$ cat config.mk
export PLATFORM = sky130hd
export DESIGN_NAME = sqrt_pipe_ctrl
export DESIGN_NICKNAME = d
export VERILOG_FILES = /design/src/rtl/sqrt_pipe_ctrl.sv
export SDC_FILE = /design/constraint.sdc
export NUM_CORES = 1
export LEC_CHECK = 0
export ABC_AREA = 1
export CELL_PAD_IN_SITES_DETAIL_PLACEMENT = 0
export CELL_PAD_IN_SITES_GLOBAL_PLACEMENT = 1
export CORE_AREA = 2 2 66 68
export CTS_CLUSTER_SIZE = 28
export DETAILED_ROUTE_END_ITERATION = 8
export DIE_AREA = 0 0 68 70
export GPL_TIMING_DRIVEN = 0
export PLACE_DENSITY_LB_ADDON = 0.08
export RECOVER_POWER = 100
export SYNTH_ARGS = -nofsm -noshare
export SYNTH_HDL_FRONTEND = slang
export SYNTH_SLANG_ARGS = --single-unit
$ cat constraint.sdc
create_clock -name clock -period 2.7 [get_ports clock]
set_input_delay 0.27 -clock clock [delete_from_list [all_inputs] [get_ports clock]]
set_output_delay 0.27 -clock clock [all_outputs]
set_load 0.01 [all_outputs]
$ cat src/rtl/sqrt_pipe_ctrl.sv
// sqrt_pipe_ctrl: elastic valid/ready controller driving the square-root pipeline stage enables.
// Optional flush port is enabled by defining SQRT_PIPE_FLUSH_EN.
module sqrt_pipe_ctrl #(
   parameter int STAGES = 5,
   parameter int CNT_W  = 16
) (
   input  logic                        clock,
   input  logic                        reset,
   input  logic                        in_valid,
   output logic                        in_ready,
   output logic                        out_valid,
   input  logic                        out_ready,
   output logic [STAGES-1:0]           stage_en,
   output logic [STAGES-1:0]           stage_valid,
   output logic [$clog2(STAGES+1)-1:0] occupancy,
   output logic [CNT_W-1:0]            done_count,
   output logic [1:0]                  state
`ifdef SQRT_PIPE_FLUSH_EN
   ,
   input  logic                        flush
`endif
);
   localparam int OW = $clog2(STAGES+1);
   typedef enum logic [1:0] {IDLE = 2'b00, RUN = 2'b01, STALL = 2'b10} state_e;
   logic [STAGES-1:0] v_q, v_d, rdy, src;
   logic [OW-1:0]     occ_q, occ_d;
   logic [CNT_W-1:0]  done_q, done_d;
   state_e            state_q, state_d;
   logic              flush_i, kill, accept, emit;
`ifdef SQRT_PIPE_FLUSH_EN
   assign flush_i = flush;
`else
   assign flush_i = 1'b0;
`endif
   assign kill = reset | flush_i;
   // ready ripples from the consumer back to the input; a stage loads only live data
   always_comb begin
      rdy = '0;
      rdy[STAGES-1] = !v_q[STAGES-1] | out_ready;
      for (int i = STAGES-2; i >= 0; i--) rdy[i] = !v_q[i] | rdy[i+1];
      src = {v_q[STAGES-2:0], in_valid};
      stage_en = kill ? '0 : rdy & src;
      v_d = kill ? '0 : (rdy & src) | (~rdy & v_q);
   end
   // handshakes and the occupancy / completed-results counters they step
   always_comb begin
      in_ready  = rdy[0] & !kill;
      out_valid = v_q[STAGES-1] & !kill;
      accept    = in_valid & in_ready;
      emit      = out_valid & out_ready;
      occ_d     = kill ? '0 : occ_q + OW'(accept) - OW'(emit);
      done_d    = done_q + CNT_W'(emit);
   end
   // next state: leave IDLE on accept, STALL while the head is back-pressured
   always_comb begin
      state_d = state_q;
      if (kill) state_d = IDLE;
      else case (state_q)
         IDLE:    state_d = accept ? RUN : IDLE;
         RUN:     state_d = (v_q[STAGES-1] & !out_ready) ? STALL : (v_d == '0 ? IDLE : RUN);
         STALL:   state_d = emit ? RUN : STALL;
         default: state_d = IDLE;
      endcase
   end
   // state registers
   always_ff @(posedge clock) begin
      if (reset) begin
         v_q     <= '0;
         occ_q   <= '0;
         done_q  <= '0;
         state_q <= IDLE;
      end else begin
         v_q     <= v_d;
         occ_q   <= occ_d;
         done_q  <= done_d;
         state_q <= state_d;
      end
   end
   // registered status outputs
   always_comb begin
      stage_valid = v_q;
      occupancy   = occ_q;
      done_count  = done_q;
      state       = state_q;
   end
endmodule

### Word-level counts from Yosys, hierarchy flattened

Cells that the tools add are included.

* output and inout port bits: 33
* register bits: 26
* word-level logic and storage cells: 39
* bits of input ports: 4

* reduce and logical (&&, ||, !) cells: 9
* add/subtract/negate cells: 3
* bitwise gates (word level): 14
* multiplexer cells: 7
* equal/unequal tests: 2

Operators with widths (number)
* $add 16x1->16: 1
* $and 5x5->5: 2
* $mux 5: 2
* $logic_not 1->1: 7
* $pmux 2 s3: 1
* $and 1x1->1: 5
* $logic_not 5->1: 1
* $not 5->5: 1
* $or 1x1->1: 5
* $or 5x5->5: 1
* $mux 2: 2
* $add 3x1->3: 1
* $sub 3x1->3: 1
* $eq 2x1->1 const B: 1
* $eq 2x2->1 const B: 1
* $logic_not 2->1: 1
* $mux 1: 2

### Depth between registers and ports, before layout

* word-level depth: 14
* mapped depth: 13
* gate-level depth less buffers: 13

### Least setup slack after synthesis

Ideal clock, no wire load.

* path type: flip-flop to flip-flop
* start: register v_q[3], in the netlist stage_valid[3]
* end: register occ_q[2], in the netlist occupancy[2]
* buffers on the path: 0
* cell stages (with the launch flop): 11
* required time: 2630 ps
* period minus slack after synthesis: 2059 ps
* data arrival time: 1989 ps
* library setup time: 70 ps
* setup slack: 641 ps
* path through: dfxtp_1 nand3_1 nor2_2 nand3_1 nand3_1 ha_1 inv_1 ha_1 fa_1 or2_2 a21oi_1

* longest elaborated chain between the ends: 9

Ends and longest elaborated chain
* from (decl): line 25 `logic [STAGES-1:0] v_q, v_d, rdy, src;`
* from (signal assigned): line 73 `v_q <= v_d;`
* $logic_not 1->1: line 40 `for (int i = STAGES-2; i >= 0; i--) rdy[i] = !v_q[i] | rdy[i+1];`
* $or 1x1->1 (4 in series): line 40
* $and 1x1->1: line 47 `in_ready = rdy[0] & !kill;`
* $and 1x1->1: line 49 `accept = in_valid & in_ready;`
* $add 3x1->3: line 51 `occ_d = kill ? '0 : occ_q + OW'(accept) - OW'(emit);`
* $sub 3x1->3: line 51
* to (signal assigned): line 69 `occ_q <= '0;`
* to (signal assigned): line 74 `occ_q <= occ_d;`
* to (decl): line 26 `logic [OW-1:0] occ_q, occ_d;`

Every way passes these cells.
A chain may end at the register's enable or synchronous reset.

### Worst setup path after layout

* start: input out_ready
* end: register occ_q[2], in the netlist occupancy[2]

* longest elaborated chain between the ends: 9
* elaborated cells on any way between the ends: 10
* those cells by class: add/sub (2); bitwise (8)

Ends and longest elaborated chain
* from (decl): line 12 `input logic out_ready,`
* $or 1x1->1: line 39 `rdy[STAGES-1] = !v_q[STAGES-1] | out_ready;`
* $or 1x1->1 (4 in series): line 40
* $and 1x1->1: line 47
* $and 1x1->1: line 49
* $add 3x1->3: line 51
* $sub 3x1->3 *: line 51

Every way passes the cells marked *; elsewhere a longest branch is shown, timed or not.

==> impl_metrics.py <==
metrics = {
    "cells_and_area": {
        "area.sequential_um2": 520.5,
        "nets": 228,
        "drive_above_1_share_pct": 6.422,
        "multi_input_area_um2": 611.8,
        "antenna_cells": 0,
        "final_cell_mix": "33 x inv_1, 32 x dlygate4sd3_1, 31 x nand2_1",
        "syn2layout_area_growth_pct": 36.65,
        "final_common_cell": "inv_1",
        "nFillCells": 442,
        "postLayoutCoreUtil_pct": 42.33,
    },
    "logic_synthesis": {
        "yosysTopAreaCell": "dfxtp_1",
        "syn_area_per_cell_um2": 7.212,
        "synth_fp_nets": 187,
        "synth_top_area_share_pct": 40.55,
        "ys_ff_latch": 26,
        "ys_top_cells_by_area": "dfxtp_1 41%, inv_1 9.6%, nand2_1 8.8%",
        "synth_warnings": 0,
        "netlist_instances": 178,
        "synth_cell_type_count": 25,
        "yosysSeqAreaShare_pct": 40.55,
        "synth_area_um2": 1284,
    },
    "route": {
        "drt_iter0_drc": 70,
        "drc": 0,
        "vias": 1229,
        "routed_via_density": 4.552,
        "route.final.wire_length_mm": 3.182,
        "wire_per_inst_um": 11.79,
        "ant_nets": 0,
        "drt_pre_antenna_iters": 4,
    },
    "placement": {
        "numPortBuffers": 36,
        "routabilityCongestion": 0.7525,
        "dp.final_hpwl_mm": 2.420,
    },
    "critical_path": {
        "cp.arrival_ps": 2600,
        "crit_type": "in2reg",
        "worstPathRequired_ps": 2910,
        "cp_max_fo": 4,
        "cp-end-kind": "flop",
        "critPathLaunchType": "primary input",
    },
    "outcome": {
        "status": "complete, no violations",
    },
    "timing": {
        "slew_violations": 0,
        "setup_violations": 0,
        "hold_viol_final": 0,
        "clock.fmax_mhz": 417.2,
        "fin_crit_ps": 2397,
        "fin_worst_skew_ps": 2.085,
        "setup-tns-final_ps": 0,
        "worst_slew_pin_slew_ps": 600.0,
        "relSlewSlack_pct": 60.00,
        "rsz0062_at_grt": "no",
        "period_share_pct": 88.77,
    },
    "clock_network": {
        "insertion_delay_ps": 270,
        "htree_levels": 1,
        "postCtsSetupBuffers": 0,
        "clock_sinks": 26,
        "cts_max_path_buffers": 2,
        "cts_tree": "yes",
        "root_buffer": "clkbuf_8",
        "hold_buffers": 0,
        "cts_resized": 0,
        "clk_pin_slew_worst_paths_ps": 90,
        "numCtsBuffers": 3,
    },
    "power_and_ir_drop": {
        "swShare_pct": 23.33,
        "pwr-share-clk_pct": 35.6,
        "power_leakage_uw": 0.0008006,
        "p_comb_share_pct": 9.0,
        "peakVddDrop_mv": 0.1887,
        "p_seq_share_pct": 55.4,
        "power.total_uw": 721.2,
        "switchingPower_uw": 168.2,
        "p_int_uw": 553.0,
        "p_per_area_nw_per_um2": 411.1,
    },
    "global_route": {
        "grt-ovfl-total": 0,
        "grt_max_degree": 15,
        "grt_pass1_wl_mm": 5.609,
        "track_usage_pct": 15.26,
        "antenna_found_initial": 0,
        "grt_pass1_vias": 1234,
    },
    "floorplan": {
        "fp-row-count": 24,
        "core_area_um2": 4144,
        "die_h_um": 70,
        "ios": 37,
        "start_util_pct": 30.98,
        "die_w_um": 68,
        "die-area_um2": 4760,
    },
    "run": {
        "max-cap-violations": 0,
    },
    "min_path": {
        "hold_path_class": "reg2reg",
    },
}
[power groups by stage]
stage / sequential, uW / combinational (uW) / clock, uW
after floorplan: 411 / 30.9 / 0
after global placement: 409 / 69.2 / 0
after detailed placement: 409 / 70.1 / 0
after CTS: 400 / 70.5 / 270
after global routing: 402 / 73.8 / 288
final: 400 / 65.2 / 256
[synthesized netlist by cell type (all sizes together)]
cell type	number
inv	34
nand2	32
dfxtp	26
nor2	20
a21oi	16
nand3	13
o21ai	9
nor3	7
nand4	6
ha	4
buf	3
o21a	2
a211oi	1
a221oi	1
a31oi	1
fa	1
or2	1
xor2	1
[through the flow]
stage                     instances  setup slack [ps]  hold WS, ps  instance area (um^2)
after floorplan                 178             640.9        457.9                  1284
after global placement          266             57.75        463.4                  1709
after detailed placement        266             14.91        470.3                  1709
after CTS                       270             295.5        485.7                  1764
after global routing            270             89.84        531.0                  1754
final                           270             303.1        479.1                  1754
[flip-flops by register name, indices dropped and copies added (netlist names)]
register and cells:
state 2, occupancy 3, done_count 16, stage_valid 5
[cell families after synthesis]
group / after synthesis / synth area share, %
AOI/OAI and AO/OA: 30 / 12.67
xor gates and xnor gates: 1 / 0.6824
adders and majority gates: 5 / 5.458
buffers and inverters: 37 / 11.01
DFF: 26 / 40.55
and+or+nand+nor: 79 / 29.63
[cell type report]
type	instances	share of cell area [%]
well taps	52	3.709
repair buffers	36	20.54
inverters	34	7.275
flip-flops and latches	26	29.67
clock buffers	4	3.138
multi-input cells	115	34.88
plain buffers	3	0.7846
[metal layers]
metal | global-route usage (%) | vias up | wire length (um)
met1 | 20.95 | 560 | 1503
met5 | 0 | - | 0
met3 | 2.576 | 2 | 83
met2 | 23.84 | 20 | 1569
met4 | 5.333 | 0 | 25
li1 | - | 647 | -
[final timing paths]
kind	from	slack [ps]	endpoint	cells past startpoint
hold reg to reg	done_count[13]$_SDFF_PP0_	480	done_count[13]$_SDFF_PP0_	2
setup reg to reg	stage_valid[3]$_SDFF_PP0_	450	occupancy[2]$_SDFF_PP0_	10
setup / recovery	out_ready	300	occupancy[2]$_SDFF_PP0_	12
hold / removal	done_count[13]$_SDFF_PP0_	480	done_count[13]$_SDFF_PP0_	2
[critical path, stage by stage]
cell	delay, ps
clkdlybuf4s50_1	500
inv_1	70
nand3_1	120
nor2_2	80
nand3_1	100
nand3_1	130
ha_1	300
inv_1	40
ha_1	180
fa_1	390
or2_2	310
a21oi_1	120
Power figures use the tool's default switching activity.
